`config.mk`:
```
export PLATFORM = sky130hd
export DESIGN_NAME = hazard_unit
export DESIGN_NICKNAME = d
export VERILOG_FILES = /design/src/rtl/cpu_pkg.sv /design/src/rtl/hazard_fwd_port.sv /design/src/rtl/hazard_unit.sv
export SDC_FILE = /design/constraint.sdc
export NUM_CORES = 1
export LEC_CHECK = 0
export ABC_CLOCK_PERIOD_IN_PS = 2900
export CAP_MARGIN = 15
export CORE_MARGIN = 3
export CORE_UTILIZATION = 33
export DETAILED_ROUTE_END_ITERATION = 12
export PLACE_DENSITY = 0.9
export SLEW_MARGIN = 30
export SYNTH_ARGS = -nofsm -noshare
export SYNTH_HDL_FRONTEND = slang
export SYNTH_SLANG_ARGS = --single-unit
```
`constraint.sdc`:
```
create_clock -name i_clk -period 2.9 [get_ports i_clk]
set_clock_uncertainty 0.15 [all_clocks]
set_input_delay 0.87 -clock i_clk [delete_from_list [all_inputs] [get_ports i_clk]]
set_output_delay 0.87 -clock i_clk [all_outputs]
set_load 0.02 [all_outputs]
```
`src/rtl/cpu_pkg.sv`:
```
// Shared hazard-tracking types and forwarding-select width helper.
package cpu_pkg;

  // One in-flight instruction as seen by the hazard logic.
  typedef struct packed {
    logic       valid;
    logic [4:0] rd;
    logic       is_load;
  } hz_entry_t;

  // Forwarding select width for the default pipeline depth; 0 means register file.
  localparam int HZ_DEPTH = 2;
  localparam int FWD_W    = $clog2(HZ_DEPTH + 1);

  // Same width rule for any depth, used by modules whose DEPTH is overridden.
  function automatic int fwd_w(input int depth);
    return $clog2(depth + 1);
  endfunction

endpackage

```
`src/rtl/hazard_fwd_port.sv`:
```
// Priority match and operand mux for one source-operand read port.
module hazard_fwd_port #(
  parameter int DEPTH      = 2,
  parameter int XLEN       = 32,
  parameter int LOAD_STAGE = 2,
  parameter int FWD_W      = 2
) (
  input  logic [4:0]                 i_rs_addr,
  input  logic [DEPTH-1:0]           i_stg_vld,
  input  logic [DEPTH-1:0][4:0]      i_stg_rd,
  input  logic [DEPTH-1:0]           i_stg_ld,
  input  logic [DEPTH-1:0][XLEN-1:0] i_stage_wdata,
  input  logic [XLEN-1:0]            i_rf_rdata,
  output logic [FWD_W-1:0]           o_fwd_sel,
  output logic [XLEN-1:0]            o_rs_data,
  output logic                       o_load_hz
);

  int   hit_k;
  logic hit_ld;

  // Scan oldest to youngest so the youngest (smallest k) match overwrites older ones.
  always_comb begin
    o_fwd_sel = '0;
    o_rs_data = i_rf_rdata;
    hit_k     = 0;
    hit_ld    = 1'b0;
    for (int k = DEPTH; k >= 1; k--) begin
      if (i_stg_vld[k-1] && (i_stg_rd[k-1] != 5'd0) && (i_stg_rd[k-1] == i_rs_addr)) begin
        o_fwd_sel = FWD_W'(k);
        o_rs_data = i_stage_wdata[k-1];
        hit_k     = k;
        hit_ld    = i_stg_ld[k-1];
      end
    end
    // A load result is not ready until it reaches LOAD_STAGE.
    o_load_hz = hit_ld && (hit_k < LOAD_STAGE);
  end

endmodule

```
`src/rtl/hazard_unit.sv`:
```
// Pipeline hazard tracker: forwarding selection, load-use stall, stall counter.
module hazard_unit #(
  parameter  int DEPTH      = 2,
  parameter  int NREAD      = 2,
  parameter  int LOAD_STAGE = 2,
  parameter  int XLEN       = 32,
  localparam int FWD_W      = cpu_pkg::fwd_w(DEPTH)
) (
  input  logic                        i_clk,
  input  logic                        i_rst_n,
  input  logic                        i_issue_valid,
  input  logic [4:0]                  i_issue_rd,
  input  logic                        i_issue_is_load,
  input  logic [NREAD-1:0][4:0]       i_issue_rs_addr,
  input  logic                        i_kill,
  input  logic [NREAD-1:0][XLEN-1:0]  i_rf_rdata,
  input  logic [DEPTH-1:0][XLEN-1:0]  i_stage_wdata,
  output logic                        o_stall,
  output logic [NREAD-1:0][FWD_W-1:0] o_fwd_sel,
  output logic [NREAD-1:0][XLEN-1:0]  o_rs_data,
  output logic [31:0]                 o_stall_count
);
  import cpu_pkg::*;

  hz_entry_t [DEPTH-1:0]      stage_q, stage_d;
  logic [31:0]                stall_count_q, stall_count_d;
  logic [DEPTH-1:0]           stg_vld, stg_ld;
  logic [DEPTH-1:0][4:0]      stg_rd;
  logic [NREAD-1:0]           port_hz;
  logic                       issue_fire;

  // A kill squashes the issuing instruction, so it also cancels any stall.
  assign o_stall    = i_issue_valid && (|port_hz) && !i_kill;
  assign issue_fire = i_issue_valid && !o_stall && !i_kill;

  // Next tracking state: new entry (or bubble) enters stage 1, others shift down.
  always_comb begin
    stage_d = '0;
    if (issue_fire) begin
      stage_d[0].valid   = 1'b1;
      stage_d[0].rd      = i_issue_rd;
      stage_d[0].is_load = i_issue_is_load;
    end
    for (int k = 1; k < DEPTH; k++) begin
      stage_d[k] = stage_q[k-1];
    end
  end

  // Saturating count of cycles spent stalled.
  always_comb begin
    stall_count_d = stall_count_q;
    if (o_stall && (stall_count_q != 32'hFFFF_FFFF)) begin
      stall_count_d = stall_count_q + 32'd1;
    end
  end

  // Tracking pipeline and stall counter; reset drops every in-flight entry.
  always_ff @(posedge i_clk or negedge i_rst_n) begin
    if (!i_rst_n) begin
      stage_q       <= '0;
      stall_count_q <= '0;
    end else begin
      stage_q       <= stage_d;
      stall_count_q <= stall_count_d;
    end
  end

  assign o_stall_count = stall_count_q;

  // Split entries into per-field vectors for the port matchers.
  always_comb begin
    stg_vld = '0;
    stg_rd  = '0;
    stg_ld  = '0;
    for (int k = 0; k < DEPTH; k++) begin
      stg_vld[k] = stage_q[k].valid;
      stg_rd[k]  = stage_q[k].rd;
      stg_ld[k]  = stage_q[k].is_load;
    end
  end

  for (genvar p = 0; p < NREAD; p++) begin : g_port
    hazard_fwd_port #(
      .DEPTH      (DEPTH),
      .XLEN       (XLEN),
      .LOAD_STAGE (LOAD_STAGE),
      .FWD_W      (FWD_W)
    ) u_port (
      .i_rs_addr     (i_issue_rs_addr[p]),
      .i_stg_vld     (stg_vld),
      .i_stg_rd      (stg_rd),
      .i_stg_ld      (stg_ld),
      .i_stage_wdata (i_stage_wdata),
      .i_rf_rdata    (i_rf_rdata[p]),
      .o_fwd_sel     (o_fwd_sel[p]),
      .o_rs_data     (o_rs_data[p]),
      .o_load_hz     (port_hz[p])
    );
  end

endmodule

```
==> metrics.cfg <==
[power]
p_leak_nw = 3.41
switching_power_mw = 0.529
vdd_drop_max_uv = 342
comb_power_share_pct = 41.9
clkPwrFrac_pct = 21.2
p_int_mw = 1.20
powerDensity_nw_per_um2 = 204
seq_power_share_pct = 37.0
swShare_pct = 30.6

[setup_path]
cp.buffers_inverters = 4
crit_fanout = 5
critPathLaunch = i_issue_rs_addr[9]
cp_top_family = buffers and inverters
r2r-end = o_stall_count[27]
worst_r2r_path_depth = 11
start_kind = input pin
critPathKind = input pin to output pin
regToRegSetupSlack_ns = 0.35
slowest_stage = mux2i_1
critPathRequiredTime_ns = 1.88
r2r-start = stage_d[8]
path_common_cell = buf_6
path_cells = buf_8, xnor2_1, nand3_2, nor4_4, buf_6, buf_4, mux2i_1, o21ai_2, buf_6
cpPeakStageDelay_ns = 0.55
arrival_ns = 2.71
cp-end-kind = output pin

[grt]
grt_util_met3_pct = 13.0
grt_first_pass_wirelength_um = 30000
grt_util_all_layers_pct = 33.0
overflow = 0
grt_pass1_vias = 5238
antenna_found_initial = 2
use_met2_pct = 55.0
met1_usage_pct = 33.5
busiest_layer = met2
grt_max_degree = 46

[hold_path]
holdPathEnd = stage_q[13]
hold_path.class = flip-flop to flip-flop
whs_path_depth = 0
hold_start = stage_d[13]

[placement]
place_hpwl_um = 12500
io_buffers = 248
place_ws_ns = -1.30
gp_congestion = 0.901
post-place-cells = 830

[timing]
drv_slew = 0
slew_headroom_pct = 60.4
worstMarginPinSlew_ns = 0.577
clock.fmax_mhz = 268
fin_crit_ns = 3.73
period_share_pct = 129
rsz0062_at_grt = true
hold_viol_final = 0
worst_slack_ns = -0.833
setup_viol = 69

[logic_synthesis]
yosysMostFrequentCell = nand2_1
syn_avg_cell_area_um2 = 8.69
synth_top_cell_by_area = dfrtp_1
ys_warn_count = 0
syn_nets = 562
synthArstFlopShare_pct = 100
syn_inst = 413
synth_edf_count = 0
mappedNetlistArea_um2 = 3590
synth_ff_type = dfrtp_1
ys_ff_latch = 45
synth_area_leaders = dfrtp_1, mux2i_1, xnor2_1
synth_common_cells = nand2_1, mux2i_1, o21ai_0
ys_types = 35
synth_top_cell_area_share_pct = 31.4
seq_area_frac_synth_pct = 31.4

[clock_tree]
cts_htree_levels = 2
cts.sinks = 45
cts_tree = done
cts_buffer_depth = 2
cts_root_buf = clkbuf_8
worstSkewPairLatency_ns = 0.29
cts_buffers = 5
clk_pin_slew_ns = 0.08

[final_layout]
area_growth_syn_to_layout_pct = 136
instances_no_fill = 889
fin_util_pct = 81.0
drive_gt1_share_pct = 45.8
nets = 899

[route]
drtPass1Iterations = 5
wire_per_inst_um = 25.5
num_vias = 5137
wl_um = 22700
drc = 0
drtIter0Drc = 473
drtAntennaViolNets = 0
vias_per_cell = 5.78

[outcome]
violations = negative setup slack
status = complete, but fails checks

[floorplanning]
core_um2 = 10500
ios = 249
start_util_pct = 34.3
fp.dieW_um = 110
die_h_um = 110
num_rows = 37
die_area_um2 = 12200

[run]
cap_violations = 0

-- through the flow --
step / setup TNS, ns / cell area (um2) / hold WS, ns / total power, mW
global route: -38.88 / 8480 / 0.288 / 1.79
CTS: -32.41 / 8270 / 0.255 / 1.67
detailed placement: -90.28 / 6850 / 0.242 / 1.23
finish: -34.35 / 8480 / 0.279 / 1.73
floorplan: -11.60 / 3910 / 0.221 / 0.844
global placement: -84.96 / 6850 / 0.227 / 1.22
-- flip-flops by register name (all words and copies together), names as in the netlist --
| signal | count |
|---|---|
| o_stall_count | 32 |
| stage_q | 6 |
| stage_d | 7 |
-- logic make-up (layout without fill, tap and decap cells) --
group                      count (synthesis)  in the layout  synth area share (%)
and+or+nand+nor                          156            156                  22.9
AOI/OAI and AO/OA                         70             70                  10.4
muxes                                     65             65                  18.2
xor gates and xnor gates                  51             51                  12.4
DFF                                       45             45                  31.4
buffers and inverters                     25            363                  4.32
adders and majority gates                  1              1                 0.348
other                                      0              2                     0
-- worst max path at each step --
stage / cells after the start / endpoint / slack (ns)
after floorplan: 5 / o_rs_data[10] / -0.19
after global placement: 9 / o_rs_data[18] / -1.23
after detailed placement: 9 / o_rs_data[11] / -1.30
after CTS: 10 / o_rs_data[30] / -0.58
after global routing: 9 / o_rs_data[50] / -0.91
final: 9 / o_rs_data[50] / -0.83
-- power by group through the flow --
| stage | Clock, mW | Combinational [mW] | Sequential (mW) |
|---|---|---|---|
| after CTS | 0.372 | 0.654 | 0.640 |
| after global placement | 0 | 0.565 | 0.652 |
| after floorplan | 0 | 0.190 | 0.654 |
| after global routing | 0.402 | 0.748 | 0.642 |
| final | 0.367 | 0.725 | 0.641 |
| after detailed placement | 0 | 0.574 | 0.652 |
-- routing by layer --
layer,vias to the layer above,wire length (um)
met2,388,10900
met5,-,0
met4,0,1850
met1,2428,7450
met3,162,2520
li1,2159,-
-- final cells by class --
class / instances / area (um2)
timing repair buffer: 353 / 3950
multi-input combinational: 343 / 3130
fill: 558 / 1990
sequential: 45 / 1130
tap: 136 / 170
clock buffer: 6 / 72.6
clock inverter: 2 / 10.0
inverter: 2 / 10.0
antenna: 2 / 5.00
-- worst register-to-register path: stages, from the launching register on --
cell     delay [ns]
dfrtp_1        0.38
buf_4          0.13
buf_4          0.14
xor2_1         0.18
nor3_2         0.20
nand3_2        0.14
buf_6          0.14
buf_6          0.11
a21o_4         0.23
buf_4          0.16
nor4_1         0.34
xor2_1         0.18
-- placed cells by master (no fill, tap or decap), drive strengths merged --
cell type / instances
nor4: 3
buf: 185
and2: 6
clkbuf: 6
mux2: 1
nor3: 9
ha: 1
nand2: 73
nor3b: 1
nand4b: 1
a211oi: 1
xor2: 17
a21o: 1
inv: 2
nand4: 20
diode: 2
mux2i: 64
o21a: 1
nor2: 5
a21oi: 1
nand3: 16
or2: 1
xnor2: 34
or4: 2
clkinv: 2
nor2b: 3
and3: 9
clkdlybuf4s50: 168
dfrtp: 45
and4: 7
o21ai: 66
-- what timing repair did --
item	CTS	global route
endpoints found under the setup margin	70	69
gates resized for setup	591	51
gates cloned	17	0
hold buffers	0	0
pin swaps	30	21
buffers inserted	31	12
Power figures use the tool's default switching activity.
